--- config.mk ---
export PLATFORM = sky130hd
export DESIGN_NAME = triangle_raster
export DESIGN_NICKNAME = d
export VERILOG_FILES = /design/src/rtl/triangle_raster.sv
export SDC_FILE = /design/constraint.sdc
export NUM_CORES = 1
export LEC_CHECK = 0
export CAP_MARGIN = 20
export CORE_ASPECT_RATIO = 0.5
export CORE_UTILIZATION = 60
export CTS_CLUSTER_DIAMETER = 200
export DETAILED_ROUTE_END_ITERATION = 12
export DONT_BUFFER_PORTS = 1
export GPL_TIMING_DRIVEN = 0
export PLACE_DENSITY_LB_ADDON = 0.1
export SYNTH_ARGS = -nofsm -noshare
export SYNTH_HDL_FRONTEND = slang
export SYNTH_SLANG_ARGS = --single-unit
--- constraint.sdc ---
create_clock -name clk -period 4.45 [get_ports clk]
set_clock_uncertainty 0.05 [all_clocks]
set_input_delay 0.89 -clock clk [delete_from_list [all_inputs] [get_ports clk]]
set_output_delay 0.89 -clock clk [all_outputs]
set_load 0.02 [all_outputs]
--- src/rtl/triangle_raster.sv ---
// Bounding-box triangle rasterizer: walks the vertex bounding box row-major,
// one candidate point per cycle, and emits each point the external tester flags as inside.
module triangle_raster #(
    parameter int W  = 11,
    parameter int CW = 22
) (
    input  logic          clk,
    input  logic          rst,
    input  logic          in_valid,
    output logic          in_ready,
    input  logic [W-1:0]  p1x,
    input  logic [W-1:0]  p1y,
    input  logic [W-1:0]  p2x,
    input  logic [W-1:0]  p2y,
    input  logic [W-1:0]  p3x,
    input  logic [W-1:0]  p3y,
    output logic [W-1:0]  pt_x,
    output logic [W-1:0]  pt_y,
    input  logic          inside_in,
    output logic          pix_valid,
    input  logic          pix_ready,
    output logic [W-1:0]  pix_x,
    output logic [W-1:0]  pix_y,
    output logic          busy,
    output logic          done,
    output logic [CW-1:0] count
);

    typedef enum logic [1:0] {
        IDLE = 2'd0,
        BBOX = 2'd1,
        SCAN = 2'd2,
        DONE = 2'd3
    } state_t;

    state_t state_q, state_d;

    logic [W-1:0]  v1x_q, v1y_q, v2x_q, v2y_q, v3x_q, v3y_q;
    logic [W-1:0]  xmin_q, xmax_q, ymin_q, ymax_q;
    logic [W-1:0]  xmin_d, xmax_d, ymin_d, ymax_d;
    logic [W-1:0]  cx_q, cy_q, cx_d, cy_d;
    logic [CW-1:0] count_q, count_d;

    logic accept;
    logic advance;
    logic at_xmax;
    logic at_end;

    function automatic logic [W-1:0] min3(input logic [W-1:0] a, input logic [W-1:0] b,
                                          input logic [W-1:0] c);
        logic [W-1:0] m;
        m = (a < b) ? a : b;
        return (c < m) ? c : m;
    endfunction

    function automatic logic [W-1:0] max3(input logic [W-1:0] a, input logic [W-1:0] b,
                                          input logic [W-1:0] c);
        logic [W-1:0] m;
        m = (a > b) ? a : b;
        return (c > m) ? c : m;
    endfunction

    assign accept  = in_valid && (state_q == IDLE);
    assign advance = (state_q == SCAN) && (!pix_valid || pix_ready);
    assign at_xmax = (cx_q == xmax_q);
    assign at_end  = at_xmax && (cy_q == ymax_q);

    // ---------------------------------------------------------------- FSM
    always_ff @(posedge clk) begin
        // NOTE: sequential state uses non-blocking assignments so every register samples pre-edge values.
        if (rst) begin
            state_q <= IDLE;
        end else begin
            state_q <= state_d;
        end
    end

    always_comb begin
        // NOTE: default first, so no path through this block can leave state_d unassigned (latch).
        state_d = state_q;
        case (state_q)
            IDLE:    if (accept) state_d = BBOX;
            BBOX:    state_d = SCAN;
            SCAN:    if (advance && at_end) state_d = DONE;
            DONE:    state_d = IDLE;
            default: state_d = IDLE;
        endcase
    end

    always_comb begin
        in_ready  = (state_q == IDLE);
        busy      = (state_q != IDLE);
        done      = (state_q == DONE);
        pix_valid = (state_q == SCAN) && inside_in;
        pt_x      = cx_q;
        pt_y      = cy_q;
        pix_x     = cx_q;
        pix_y     = cy_q;
    end

    // ----------------------------------------------------------- datapath
    // The cursor doubles as the candidate point, so it is left untouched on the
    // final advance and outside SCAN to keep pt_x/pt_y holding their last value.
    always_comb begin
        xmin_d  = xmin_q;
        xmax_d  = xmax_q;
        ymin_d  = ymin_q;
        ymax_d  = ymax_q;
        cx_d    = cx_q;
        cy_d    = cy_q;
        count_d = count_q;

        if (state_q == BBOX) begin
            xmin_d = min3(v1x_q, v2x_q, v3x_q);
            xmax_d = max3(v1x_q, v2x_q, v3x_q);
            ymin_d = min3(v1y_q, v2y_q, v3y_q);
            ymax_d = max3(v1y_q, v2y_q, v3y_q);
            cx_d   = xmin_d;
            cy_d   = ymin_d;
        end else if (advance && !at_end) begin
            if (!at_xmax) begin
                cx_d = cx_q + W'(1);
            end else begin
                cx_d = xmin_q;
                cy_d = cy_q + W'(1);
            end
        end

        if (accept) begin
            count_d = '0;
        end else if (pix_valid && pix_ready && (count_q != {CW{1'b1}})) begin
            count_d = count_q + CW'(1);
        end
    end

    always_ff @(posedge clk) begin
        if (rst) begin
            xmin_q  <= '0;
            xmax_q  <= '0;
            ymin_q  <= '0;
            ymax_q  <= '0;
            cx_q    <= '0;
            cy_q    <= '0;
            count_q <= '0;
        end else begin
            xmin_q  <= xmin_d;
            xmax_q  <= xmax_d;
            ymin_q  <= ymin_d;
            ymax_q  <= ymax_d;
            cx_q    <= cx_d;
            cy_q    <= cy_d;
            count_q <= count_d;
        end
    end

    // NOTE: vertex latches carry no reset; they are always written on accept before BBOX reads them.
    always_ff @(posedge clk) begin
        if (accept) begin
            v1x_q <= p1x;
            v1y_q <= p1y;
            v2x_q <= p2x;
            v2y_q <= p2y;
            v3x_q <= p3x;
            v3y_q <= p3y;
        end
    end

    assign count = count_q;

endmodule

* After elaboration in Yosys (flattened, before gate mapping)
Index checks and enable logic that the tools add are counted.
** Storage, ports and cells
- Flip-flop bits (word level) :: 145
- Input bits :: 71
- Output and inout bits :: 70
- Word-level logic and storage cells :: 67
** Operators by class
- Add/subtract/negate cells :: 3
- Magnitude comparators :: 8
- Equal/unequal tests :: 8
- Multiplexer cells :: 17
- Reductions and logical operators :: 18
** Operators with widths (number)
- $mux 11 :: 14
- $gt 11x11->1 :: 4
- $lt 11x11->1 :: 4
- $add 11x1->11 const B :: 2
- $add 22x1->22 const B :: 1
- $eq 11x11->1 :: 2
- $ne 22x22->1 const B :: 1
- $logic_and 1x1->1 :: 8
- $pmux 2 s4 :: 1
- $reduce_bool 2->1 :: 3
- $eq 2x2->1 const B :: 2
- $mux 2 :: 2
- $reduce_and 2->1 :: 2
- $eq 2x1->1 const B :: 1
- $logic_not 1->1 :: 2
- $logic_not 2->1 :: 1
- $ne 2x1->1 const B :: 1
- $ne 2x2->1 const B :: 1
- $reduce_or 2->1 :: 1
- $logic_or 1x1->1 :: 1

* Depth between registers and ports, before layout
- Depth after elaboration :: 8
- Depth in mapped cells :: 17
- Mapped depth without buffers :: 15

* Worst setup path before layout
OpenSTA, ideal clock, no wires.
- Path kind :: register to register
- Start :: register v1x_q[6]
- End :: register xmax_q[0]
- Setup time :: 0.122 ns
- Data arrival time :: 3.621 ns
- Required time :: 4.278 ns
- Slack :: 0.657 ns
- Stages on the path, launching flop included :: 17
- Buffers on the path :: 2
- Clock period less this slack :: 3.793 ns
- Path through :: edfxtp_1 ha_1 a21oi_1 o21ai_1 a2111oi_4 a41oi_1 buf_2 mux2i_1 ha_1 a21o_1 a21o_1 a21oi_1 o21a_1 a31oi_1 clkbuf_1 nand2_1 a311o_1
** Between the ends
- Longest elaborated chain between the ends :: 4
** Ends and longest elaborated chain
- from (decl) :: line 38 : logic [W-1:0] v1x_q, v1y_q, v2x_q, v2y_q, v3x_q, v3y_q;
- from (signal assigned) :: line 159 : v1x_q <= p1x;
- $gt 11x11->1 :: line 59 : m = (a > b) ? a : b;
- $mux 11 (*) :: line 59
- $gt 11x11->1 :: line 60 : return (c > m) ? c : m;
- $mux 11 (*) :: line 60
- to (signal assigned) :: line 147 : xmax_q <= xmax_d;
- to (decl) :: line 39 : logic [W-1:0] xmin_q, xmax_q, ymin_q, ymax_q;
Mark *: on every way between the ends. The rest lies on a longest branch, timed or not.
A chain may end at the register's enable or synchronous reset.

* Worst setup path in the final report
- Start :: register v1y_q[8]
- End :: register cy_q[7], in the netlist pix_y[7]
** Between the ends
- Longest elaborated chain between the ends :: 5
** Ends and longest elaborated chain
- from (decl) :: line 38
- from (signal assigned) :: line 160 : v1y_q <= p1y;
- $lt 11x11->1 :: line 52 : m = (a < b) ? a : b;
- $mux 11 (*) :: line 52
- $lt 11x11->1 :: line 53 : return (c < m) ? c : m;
- $mux 11 (*) :: line 53
- $mux 11 (*) :: line 113 : if (state_q == BBOX) begin
- to (signal assigned) :: line 151 : cy_q <= cy_d;
- to (decl) :: line 41 : logic [W-1:0] cx_q, cy_q, cx_d, cy_d;
Marks and branches as above.

==> results by group <==
Floorplanning
  – Starting density of the core: 62.8%
  – Die Height: 87.1 µm
  – Die X: 172 µm
  – Core area: 13900 µm²
  – I/O pins: 141
  – Number of core rows: 30
  – Die ar.: 15000 µm²

Yosys
  – Post-synthesis compound-gate area fraction: 15.7%
  – Adder-cell share of the synthesized area: 10.2%
  – Mux contribution to synthesized area: 5.16%
  – Synth Area per Inst: 9.95 µm²
  – Post-synth net total: 1016
  – Number of synthesized flops with an enable pin: 66
  – Simple-gate share of the synthesized area: 17.7%
  – Ys flop type: dfxtp_1
  – Post-Synthesis Cell Area: 8700 µm²
  – Async set-or-reset flop fraction in the synthesized netlist: 0%
  – Yosys warns: 0
  – Mapped Cells: 874
  – Post-synthesis sequential area ratio: 41.0%
  – Cell variety after synth: 71
  – #FFs+latches synth: 145
  – Synth Area in XOR/XNOR: 4.53%
  – Largest family of logic cells by synthesized area: simple AND/OR/NAND/NOR gates

Placed design
  – Pre-CTS setup slack: -0.131 ns
  – DP HPWL: 16600 µm
  – Routability Congestion: 0.944
  – I/O Buffers: 0
  – Placed Instances: 1066
  – DP Area: 8940 µm²

Worst setup path
  – CP Class: flip-flop to flip-flop
  – Critical path endpoint category: flip-flop
  – CP startpoint kind: flip-flop
  – Worst Path Max Fanout: 10
  – Worst EP required: 4.78 ns
  – WP data arrival: 4.58 ns

CTS
  – Hold Buf Count CTS: 0
  – Root buf cell: clkbuf_16
  – CTS max path bufs: 2
  – CTS Buf Count: 17
  – H-Tree Depth: 4
  – Num Clock Sinks: 145
  – CTS tree: yes
  – Clk Latency, worst-skew pair: 0.43 ns
  – Worst-path clk slew: 0.06 ns

Power and ir drop
  – Net switching power: 0.00323 W
  – Pint: 0.00404 W
  – IR drop worst, VDD: 420 µV
  – Net Sw Frac: 44.4%
  – Lkg Pwr: 3.82 nW
  – Comb power frac: 47.0%
  – Power share of the clock group: 20.6%
  – Total power: 0.00726 W
  – Power Density: 758 nW/µm²
  – Power share of the sequential group: 32.4%

Routing
  – Pre-Repair DR Iteration Count: 5
  – DR DRC count: 0
  – Post-DRT Antenna Nets: 0
  – Wire per inst: 20.7 µm
  – Vias per inst: 6.33
  – Iter 0 DRT Violations: 534
  – Routed WL: 22800 µm
  – DR vias: 6963

Job
  – Max Cap Viol: 0

Status
  – Outcome: finished clean

STA
  – Finish-stage setup viols: 0
  – Max Slew Vio Count: 0
  – Final Cycle Share: 95.6%
  – Slew Limit Headroom: 41.1%
  – Fmax: 235 MHz
  – Minimum clock period: 4.25 ns
  – Worst setup margin: 0.197 ns
  – Final Hold Fails: 0
  – Least-Margin Pin Slew: 0.884 ns

Min path
  – Worst hold path type: flip-flop to flip-flop

Finish
  – Area Overhead vs Synth: 10.2%
  – Share of layout cells above drive strength 1: 11.8%
  – Fin area: 9580 µm²
  – Final nets: 1037
  – ANT cells: 0
  – Final Non-Filler Cells: 1100

Global routing
  – Global-route wire length before repair: 35700 µm
  – Pin count of the biggest net entering global routing: 68
  – Tot GR Track Use: 31.7%
  – Initial antenna violation count: 0
  – Gr ovfl total: 0
  – Vias in the first global route: 6769
## Yosys cell counts (5+ instances only)
master | n | area [µm²]
a211o_1 | 10 | 87.6
a211oi_1 | 6 | 45.0
a21o_1 | 9 | 67.6
a21oi_1 | 37 | 185
a32oi_1 | 5 | 43.8
and2_1 | 7 | 43.8
and3_1 | 12 | 75.1
buf_2 | 6 | 30.0
buf_4 | 24 | 180
clkbuf_1 | 25 | 93.8
dfxtp_1 | 79 | 1580
edfxtp_1 | 66 | 1980
ha_1 | 71 | 888
inv_1 | 45 | 169
mux2_2 | 7 | 78.8
mux2i_1 | 37 | 370
nand2_1 | 55 | 206
nand2b_1 | 21 | 131
nand3_1 | 30 | 150
nand3b_1 | 11 | 82.6
nand4_1 | 18 | 113
nor2_1 | 66 | 248
nor2b_1 | 5 | 31.3
nor3_1 | 12 | 60.1
nor4_1 | 6 | 37.5
o211ai_1 | 5 | 37.5
o21ai_0 | 23 | 115
o221ai_1 | 18 | 158
o22ai_1 | 5 | 31.3
o311ai_0 | 13 | 114
o31ai_1 | 5 | 37.5
or3_1 | 17 | 106
or3b_2 | 12 | 105
xnor2_1 | 10 | 87.6
xor2_1 | 35 | 307
## layer usage
layer | vias to the layer above | GRT usage, % | part of all wire, %
met3 | 38 | 8.63 | 8.1
li1 | 3276 | - | -
met1 | 3375 | 42.9 | 45
met2 | 274 | 50.0 | 45
met5 | - | 0 | 0
met4 | 0 | 8.77 | 1.5
## area by class of cell
cell class | count | area [µm²]
clock inverter | 13 | 154
sequential | 145 | 3560
timing repair buffer | 3 | 22.5
tap | 192 | 240
inverter | 45 | 169
fill | 1044 | 4270
multi-input combinational | 624 | 4650
clock buffer | 19 | 454
buffer | 59 | 328
## sequential cells by signal, summed over array words and instances (netlist names)
name,count
state_q,2
pix_y,11
xmin_q,11
v3y_q,11
v2y_q,11
v1y_q,11
v3x_q,11
count,22
xmax_q,11
pix_x,11
v2x_q,11
v1x_q,11
ymax_q,11
## worst max-delay path, stage by stage, from the launching register on
cell	delay, ns
edfxtp_1	0.44
ha_1	0.34
a211oi_1	0.30
nor2_1	0.13
a2111oi_4	0.42
clkbuf_2	0.31
nor2_1	0.06
a21oi_1	0.26
ha_1	0.30
a21oi_1	0.15
o22ai_1	0.09
nor4_1	0.19
o21ai_0	0.23
a31oi_4	0.25
buf_4	0.19
mux2i_1	0.31
a22o_1	0.17
## cells by family (layout without fill, tap and decap cells)
| family | Yosys count | count (layout) |
|---|---|---|
| and+or+nand+nor | 289 | 289 |
| AOI/OAI and AO/OA | 175 | 175 |
| DFF | 145 | 145 |
| buffers and inverters | 105 | 139 |
| adders and majority gates | 71 | 71 |
| xor gates and xnor gates | 45 | 45 |
| muxes | 44 | 44 |
## power groups by stage
stage	sequential, W	clock, W	combinational, W
finish	0.00235	0.00150	0.00341
global route	0.00240	0.00156	0.00372
CTS	0.00234	0.00150	0.00334
detailed placement	0.00236	0	0.00329
global placement	0.00237	0	0.00322
floorplan	0.00223	0	0.00255
## cell usage in the layout, fill, tap and decap left out, drive strengths merged, types with 11 or more instances in the layout
master | synthesis | final
nand3 | 32 | 32
o21ai | 26 | 26
mux2i | 37 | 37
xor2 | 35 | 35
edfxtp | 66 | 66
or3 | 17 | 17
nor2 | 66 | 66
ha | 71 | 71
nand2 | 55 | 55
dfxtp | 79 | 79
o221ai | 18 | 18
and3 | 12 | 12
nand2b | 21 | 21
buf | 35 | 37
inv | 45 | 49
o311ai | 17 | 17
or3b | 13 | 13
clkbuf | 25 | 44
nand4 | 18 | 18
nand3b | 11 | 11
a21oi | 37 | 37
nor3 | 13 | 13
## final timing paths
| kind | start | to | slack [ns] | depth (start not counted) |
|---|---|---|---|---|
| min reg2reg | xmin_q[9] | xmin_q[9] | 0.44 | 2 |
| max reg2reg | v1y_q[8] | pix_y[7] | 0.20 | 16 |
| max | v1y_q[8] | pix_y[7] | 0.20 | 16 |
| min | xmin_q[9] | xmin_q[9] | 0.44 | 2 |
## through the flow
| step | hold slack, ns | utilization (%) | setup TNS (ns) |
|---|---|---|---|
| after floorplan | 0.411 | - | 0 |
| after global placement | 0.424 | 64.5 | -0.0792 |
| after detailed placement | 0.428 | 64.5 | -0.400 |
| after CTS | 0.437 | 69.0 | 0 |
| after global routing | 0.478 | 69.2 | -0.0149 |
| final | 0.439 | 69.2 | 0 |
## repair_timing
item | CTS | global route
setup buffers | 1 | 2
endpoints found under the setup margin | 6 | 34
hold endpoints to repair | 0 | 0
pin swaps | 1 | 1
gates resized for setup | 1 | 9
Note: power is estimated with default switching activity, not from simulation.
